`src/rtl/mem_dma_if.sv`:
```
// rtl/mem_dma_if.sv - control and memory-bus signal bundle for mem_dma
//
// Purpose: groups the copy-request handshake (start/src/dst/len/busy/done)
// and the single-port word memory bus (address/wf/w/v) driven by mem_dma.
// Modports:
//   master - the copy engine: takes the request and read data, drives
//            status, address, write flag and write data.
//   slave  - the surrounding CPU control logic plus memory: the mirror image.
interface mem_dma_if #(
    parameter int N = 32,
    parameter int M = 16
);
    logic         start;
    logic [M-1:0] src;
    logic [M-1:0] dst;
    logic [M-1:0] len;
    logic         busy;
    logic         done;
    logic [M-1:0] address;
    logic         wf;
    logic [N-1:0] w;
    logic [N-1:0] v;

    modport master (
        input  start, src, dst, len, v,
        output busy, done, address, wf, w
    );

    modport slave (
        output start, src, dst, len, v,
        input  busy, done, address, wf, w
    );
endinterface

```
`src/rtl/mem_dma.sv`:
```
// rtl/mem_dma.sv - single-channel word block-copy engine on a single-port memory
//
// Purpose: on an accepted start, copies len words from src to dst, one word
// per three cycles (read address, capture data, write), ascending order,
// addresses wrapping modulo 2^M.
// Ports:
//   clk  - rising-edge clock
//   rst  - synchronous active-high reset
//   bus  - mem_dma_if.master: start/src/dst/len in, busy/done out,
//          address/wf/w out to memory, v in from memory (1-cycle read latency)
module mem_dma #(
    parameter int N = 32,
    parameter int M = 16
) (
    input  logic      clk,
    input  logic      rst,
    mem_dma_if.master bus
);
    typedef enum logic [2:0] {
        IDLE = 3'd0,
        RD   = 3'd1,
        CAP  = 3'd2,
        WR   = 3'd3,
        DONE = 3'd4
    } state_t;

    state_t       state;
    logic [M-1:0] src_r;
    logic [M-1:0] dst_r;
    logic [M-1:0] len_r;
    logic [M-1:0] i;
    logic [N-1:0] d;

    // Registered outputs; each is loaded with the value belonging to the
    // state being entered so it is valid for the whole of that state.
    logic         busy_r;
    logic         done_r;
    logic [M-1:0] address_r;
    logic         wf_r;

    logic [M-1:0] i_next;

    assign i_next = i + M'(1);

    always_ff @(posedge clk) begin
        if (rst) begin
            state     <= IDLE;
            src_r     <= '0;
            dst_r     <= '0;
            len_r     <= '0;
            i         <= '0;
            d         <= '0;
            busy_r    <= 1'b0;
            done_r    <= 1'b0;
            address_r <= '0;
            wf_r      <= 1'b0;
        end else begin
            done_r <= 1'b0;
            case (state)
                IDLE: begin
                    busy_r    <= 1'b0;
                    wf_r      <= 1'b0;
                    address_r <= '0;
                    if (bus.start) begin
                        src_r <= bus.src;
                        dst_r <= bus.dst;
                        len_r <= bus.len;
                        i     <= '0;
                        if (bus.len == '0) begin
                            // Empty copy: straight to DONE, no memory access.
                            state  <= DONE;
                            done_r <= 1'b1;
                        end else begin
                            // i is zero here, so the first read address is src.
                            state     <= RD;
                            busy_r    <= 1'b1;
                            address_r <= bus.src;
                        end
                    end
                end
                RD: begin
                    // Read address is held into CAP so v matches it.
                    state <= CAP;
                end
                CAP: begin
                    d         <= bus.v;
                    state     <= WR;
                    wf_r      <= 1'b1;
                    address_r <= dst_r + i;
                end
                WR: begin
                    wf_r <= 1'b0;
                    i    <= i_next;
                    if (i_next == len_r) begin
                        state     <= DONE;
                        busy_r    <= 1'b0;
                        done_r    <= 1'b1;
                        address_r <= '0;
                    end else begin
                        state     <= RD;
                        address_r <= src_r + i_next;
                    end
                end
                DONE: begin
                    state     <= IDLE;
                    busy_r    <= 1'b0;
                    wf_r      <= 1'b0;
                    address_r <= '0;
                end
                default: begin
                    state     <= IDLE;
                    busy_r    <= 1'b0;
                    wf_r      <= 1'b0;
                    address_r <= '0;
                end
            endcase
        end
    end

    assign bus.busy    = busy_r;
    assign bus.done    = done_r;
    assign bus.address = address_r;
    assign bus.wf      = wf_r;
    // Write data is the capture register itself; only meaningful while wf=1.
    assign bus.w       = d;
endmodule

```
`src/flat_wrapper.sv`:
```
// flat-port wrapper written by rule: the top's interface ports become plain ports
module mem_dma_flat 
#(
    parameter int N = 32,
    parameter int M = 16
)
  (clk, rst, bus_start, bus_src, bus_dst, bus_len, bus_v, bus_busy, bus_done, bus_address, bus_wf, bus_w);
  mem_dma_if #(.N(N), .M(M)) bus_i ();
  input  logic clk;
  input  logic rst;
  input wire logic [$bits(bus_i.start)-1:0] bus_start;
  input wire logic [$bits(bus_i.src)-1:0] bus_src;
  input wire logic [$bits(bus_i.dst)-1:0] bus_dst;
  input wire logic [$bits(bus_i.len)-1:0] bus_len;
  input wire logic [$bits(bus_i.v)-1:0] bus_v;
  output wire logic [$bits(bus_i.busy)-1:0] bus_busy;
  output wire logic [$bits(bus_i.done)-1:0] bus_done;
  output wire logic [$bits(bus_i.address)-1:0] bus_address;
  output wire logic [$bits(bus_i.wf)-1:0] bus_wf;
  output wire logic [$bits(bus_i.w)-1:0] bus_w;
  assign bus_i.start = bus_start;
  assign bus_i.src = bus_src;
  assign bus_i.dst = bus_dst;
  assign bus_i.len = bus_len;
  assign bus_i.v = bus_v;
  assign bus_busy = bus_i.busy;
  assign bus_done = bus_i.done;
  assign bus_address = bus_i.address;
  assign bus_wf = bus_i.wf;
  assign bus_w = bus_i.w;
  mem_dma #(.N(N), .M(M)) u_core (.clk(clk), .rst(rst), .bus(bus_i));
endmodule
```
`config.mk`:
```
export PLATFORM = sky130hd
export DESIGN_NAME = mem_dma_flat
export DESIGN_NICKNAME = d
export VERILOG_FILES = /design/src/rtl/mem_dma_if.sv /design/src/rtl/mem_dma.sv /design/src/flat_wrapper.sv
export SDC_FILE = /design/constraint.sdc
export NUM_CORES = 1
export LEC_CHECK = 0
export ABC_AREA = 1
export CORE_MARGIN = 5
export CORE_UTILIZATION = 25
export DETAILED_ROUTE_END_ITERATION = 16
export PLACE_DENSITY = 0.52
export SLEW_MARGIN = 20
export SYNTH_ARGS = -nofsm -noshare
export SYNTH_HDL_FRONTEND = slang
export SYNTH_SLANG_ARGS = --single-unit
```
`constraint.sdc`:
```
create_clock -name clk -period 4.3 [get_ports clk]
set_input_delay 0.645 -clock clk [delete_from_list [all_inputs] [get_ports clk]]
set_output_delay 0.645 -clock clk [all_outputs]
set_load 0.05 [all_outputs]
```
==> flow_summary.json <==
{
  "cts.sinks": 118,
  "min_period_ns": 3.061,
  "grt_max_degree": 55,
  "dp_hpwl_um": 18220,
  "postLayoutSetupSlackWorst_ns": 1.239,
  "syn_inst": 1013,
  "pwr-share-comb": 0.206,
  "final_util": 0.3371,
  "drcViolationCount": 0,
  "post-synth-top-count-cell": "nand2_1",
  "path_clk_slew_ns": 0.06,
  "synth_top_area_frac": 0.3457,
  "postRouteAntennaNets": 0,
  "post-cts-setup-buffers": 0,
  "drt_iter0_drc": 344,
  "hold_path.class": "reg2reg",
  "hold_ws_ns": 0.4676,
  "ys.warnings.count": 0,
  "synthTopCellsByArea": "dfxtp_1, nand2_1, a21oi_1, ha_1, nor2_1",
  "cts_hold_buffers": 0,
  "p_sw_frac": 0.3142,
  "fin_cells": 1489,
  "grt_pass1_wl_um": 38010,
  "cts_resized": 0,
  "switching_power_mw": 1.037,
  "worstPathMaxFanout": 8,
  "synth-seq-area-share": 0.3457,
  "coreArea_um2": 26950,
  "required_ns": 4.67,
  "nFillCells": 2885,
  "placed_area_um2": 8514,
  "hold_viol_final": 0,
  "drive_gt1_frac": 0.07056,
  "p_per_area_nw_per_um2": 363.4,
  "finalPower_mw": 3.302,
  "grt_use_total": 0.1572,
  "slew_violations": 0,
  "grt_pass1_vias": 6868,
  "ys_ff_latch": 118,
  "syn_area_um2": 6834,
  "clock_latency_ns": 0.42,
  "routabilityCongestion": 0.8973,
  "initial_utilization": 0.2536,
  "vias": 6950,
  "synth_nets": 1132,
  "fmax_mhz": 326.7,
  "slew-limit-headroom": 0.4327,
  "clkPwrFrac": 0.420,
  "wl_per_cell_um": 16.10,
  "cp-end-kind": "register",
  "setup_viol": 0,
  "final_cell_area_um2": 9085,
  "die_w_um": 175.3,
  "wl_um": 23980,
  "finalSetupTns_ns": 0,
  "numCtsBuffers": 17,
  "worst_slew_pin_slew_ns": 0.8482,
  "rsz0062_at_grt": "no",
  "antenna_found_initial": 0,
  "pwr-share-seq": 0.373,
  "period_share": 0.7118,
  "dp_slack_ns": 1.306,
  "max_cap_violations": 0,
  "synth_edf_count": 0,
  "layout.nets": 1254,
  "ys_types": 42,
  "cp-start-kind": "register",
  "p_leak_nw": 3.967,
  "finalClockSkew_ns": 0.008956,
  "vias_per_cell": 4.668,
  "synth.avg_cell_area_um2": 6.746,
  "area_growth_pct": 32.94,
  "dieArea_um2": 30740,
  "dpl.cell_count": 1457,
  "numPortBuffers": 133,
  "synth_flop_cell": "dfxtp_1",
  "async_flop_share": 0,
  "path_class": "reg2reg",
  "synth_common_cells": "nand2_1, dfxtp_1, a21oi_1",
  "die_h_um": 175.3,
  "p_int_mw": 2.264,
  "synth_top_cell_by_area": "dfxtp_1",
  "grt-ovfl-total": 0,
  "io-pin-count": 134,
  "tritoncts": "done",
  "htreeDepth": 4,
  "status": "finished, final reports clean",
  "cts_root_buf": "clkbuf_16",
  "peakVddDrop_mv": 0.2801,
  "drtPass1Iterations": 7,
  "rows": 60,
  "diodes": 0,
  "critical_path_arrival_ns": 3.43,
  "cts_buffer_depth": 2
}
[metal layers]
metal	up-vias	global-route usage	part of all wire
met5	-	0	0
met4	0	0.03993	0.016
met3	26	0.04585	0.067
met2	193	0.2680	0.47
met1	3166	0.1952	0.44
li1	3565	-	-
[logic make-up (layout without fill, tap and decap cells)]
| group | count (synthesis) | in the layout | synth area share |
|---|---|---|---|
| AND/OR/NAND/NOR | 503 | 503 | 0.3266 |
| XOR/XNOR | 20 | 20 | 0.02966 |
| AO/OA/AOI/OAI | 200 | 200 | 0.1532 |
| adder cells (fa/ha/maj) | 36 | 36 | 0.06811 |
| buffers and inverters | 136 | 271 | 0.07671 |
| flip-flops | 118 | 118 | 0.3457 |
[cell type report]
type | instances | area, µm² | area share
Sequential cell | 118 | 2362 | 0.2600
Timing Repair Buffer | 141 | 1399 | 0.1540
Inverter | 98 | 367.9 | 0.04049
Clock inverter | 11 | 100.1 | 0.01102
Multi-Input combinational cell | 759 | 3959 | 0.4358
Tap cell | 341 | 426.7 | 0.04696
Clock buffer | 21 | 470.5 | 0.05178
[critical path, cell delays in order, from the launching register on]
cell      delay, ns
dfxtp_1        0.48
ha_1           0.29
nand3_2        0.15
nor2_2         0.20
nand2_1        0.07
nand2_1        0.09
clkinv_1       0.14
ha_1           0.40
nand2_1        0.10
o21ai_0        0.26
nand2_1        0.08
nand3_1        0.10
xor2_1         0.31
nand3_1        0.14
nand3_1        0.09
nand2_1        0.05
inv_1          0.05
[flip-flops by register name, indices dropped and copies added (netlist names)]
register            cells
u_core.bus.address     16
u_core.bus.busy         1
u_core.bus.done         1
u_core.bus.w           32
u_core.bus.wf           1
u_core.dst_r           16
u_core.i               16
u_core.len_r           16
u_core.src_r           16
u_core.state            3
[final timing paths]
path | startpoint | to | slack (ns) | cells after the start
worst max-delay path | u_core.i[0]$_SDFFE_PP0P_ | u_core.bus.address[12]$_SDFFE_PP0N_ | 1.24 | 16
worst min-delay path | u_core.len_r[11]$_SDFFE_PP0P_ | u_core.len_r[11]$_SDFFE_PP0P_ | 0.47 | 2
worst max register to register | u_core.i[0]$_SDFFE_PP0P_ | u_core.bus.address[12]$_SDFFE_PP0N_ | 1.24 | 16
worst min register to register | u_core.len_r[11]$_SDFFE_PP0P_ | u_core.len_r[11]$_SDFFE_PP0P_ | 0.47 | 2
[layout by cell type (no fill, tap or decap), types with 2 or more instances in the layout]
cell type | netlist | final
clkinv_2 | 0 | 3
nor3_1 | 4 | 4
xnor2_1 | 9 | 9
clkdlybuf4s50_1 | 0 | 132
nand2_4 | 2 | 2
clkinvlp_4 | 0 | 5
o21bai_1 | 7 | 7
dfxtp_1 | 118 | 118
or2_2 | 3 | 3
a211oi_1 | 2 | 2
nor2_1 | 106 | 105
nand2_2 | 6 | 7
xnor3_1 | 2 | 2
inv_2 | 3 | 3
a21o_1 | 4 | 4
clkbuf_16 | 0 | 17
ha_1 | 34 | 34
a22oi_1 | 2 | 2
nor4_1 | 3 | 3
clkbuf_8 | 0 | 3
nor2_2 | 5 | 6
inv_1 | 93 | 93
o21ai_0 | 72 | 72
nand3_2 | 13 | 13
buf_4 | 0 | 7
nand2_1 | 263 | 262
nand3_1 | 72 | 72
clkinv_1 | 2 | 2
and2_1 | 2 | 2
nand4_1 | 14 | 14
a21oi_1 | 108 | 108
fa_1 | 2 | 2
nor2_4 | 5 | 5
xor2_1 | 9 | 9
[power groups by stage]
stage          clock [mW]  combinational (mW)  sequential [mW]
4_1_cts              1.41               0.690             1.23
3_5_place_dp            0               0.687             1.25
6_report             1.39               0.681             1.23
5_1_grt              1.46               0.745             1.24
3_3_place_gp            0               0.689             1.25
2_1_floorplan           0               0.275             1.38
Power figures use the tool's default switching activity.
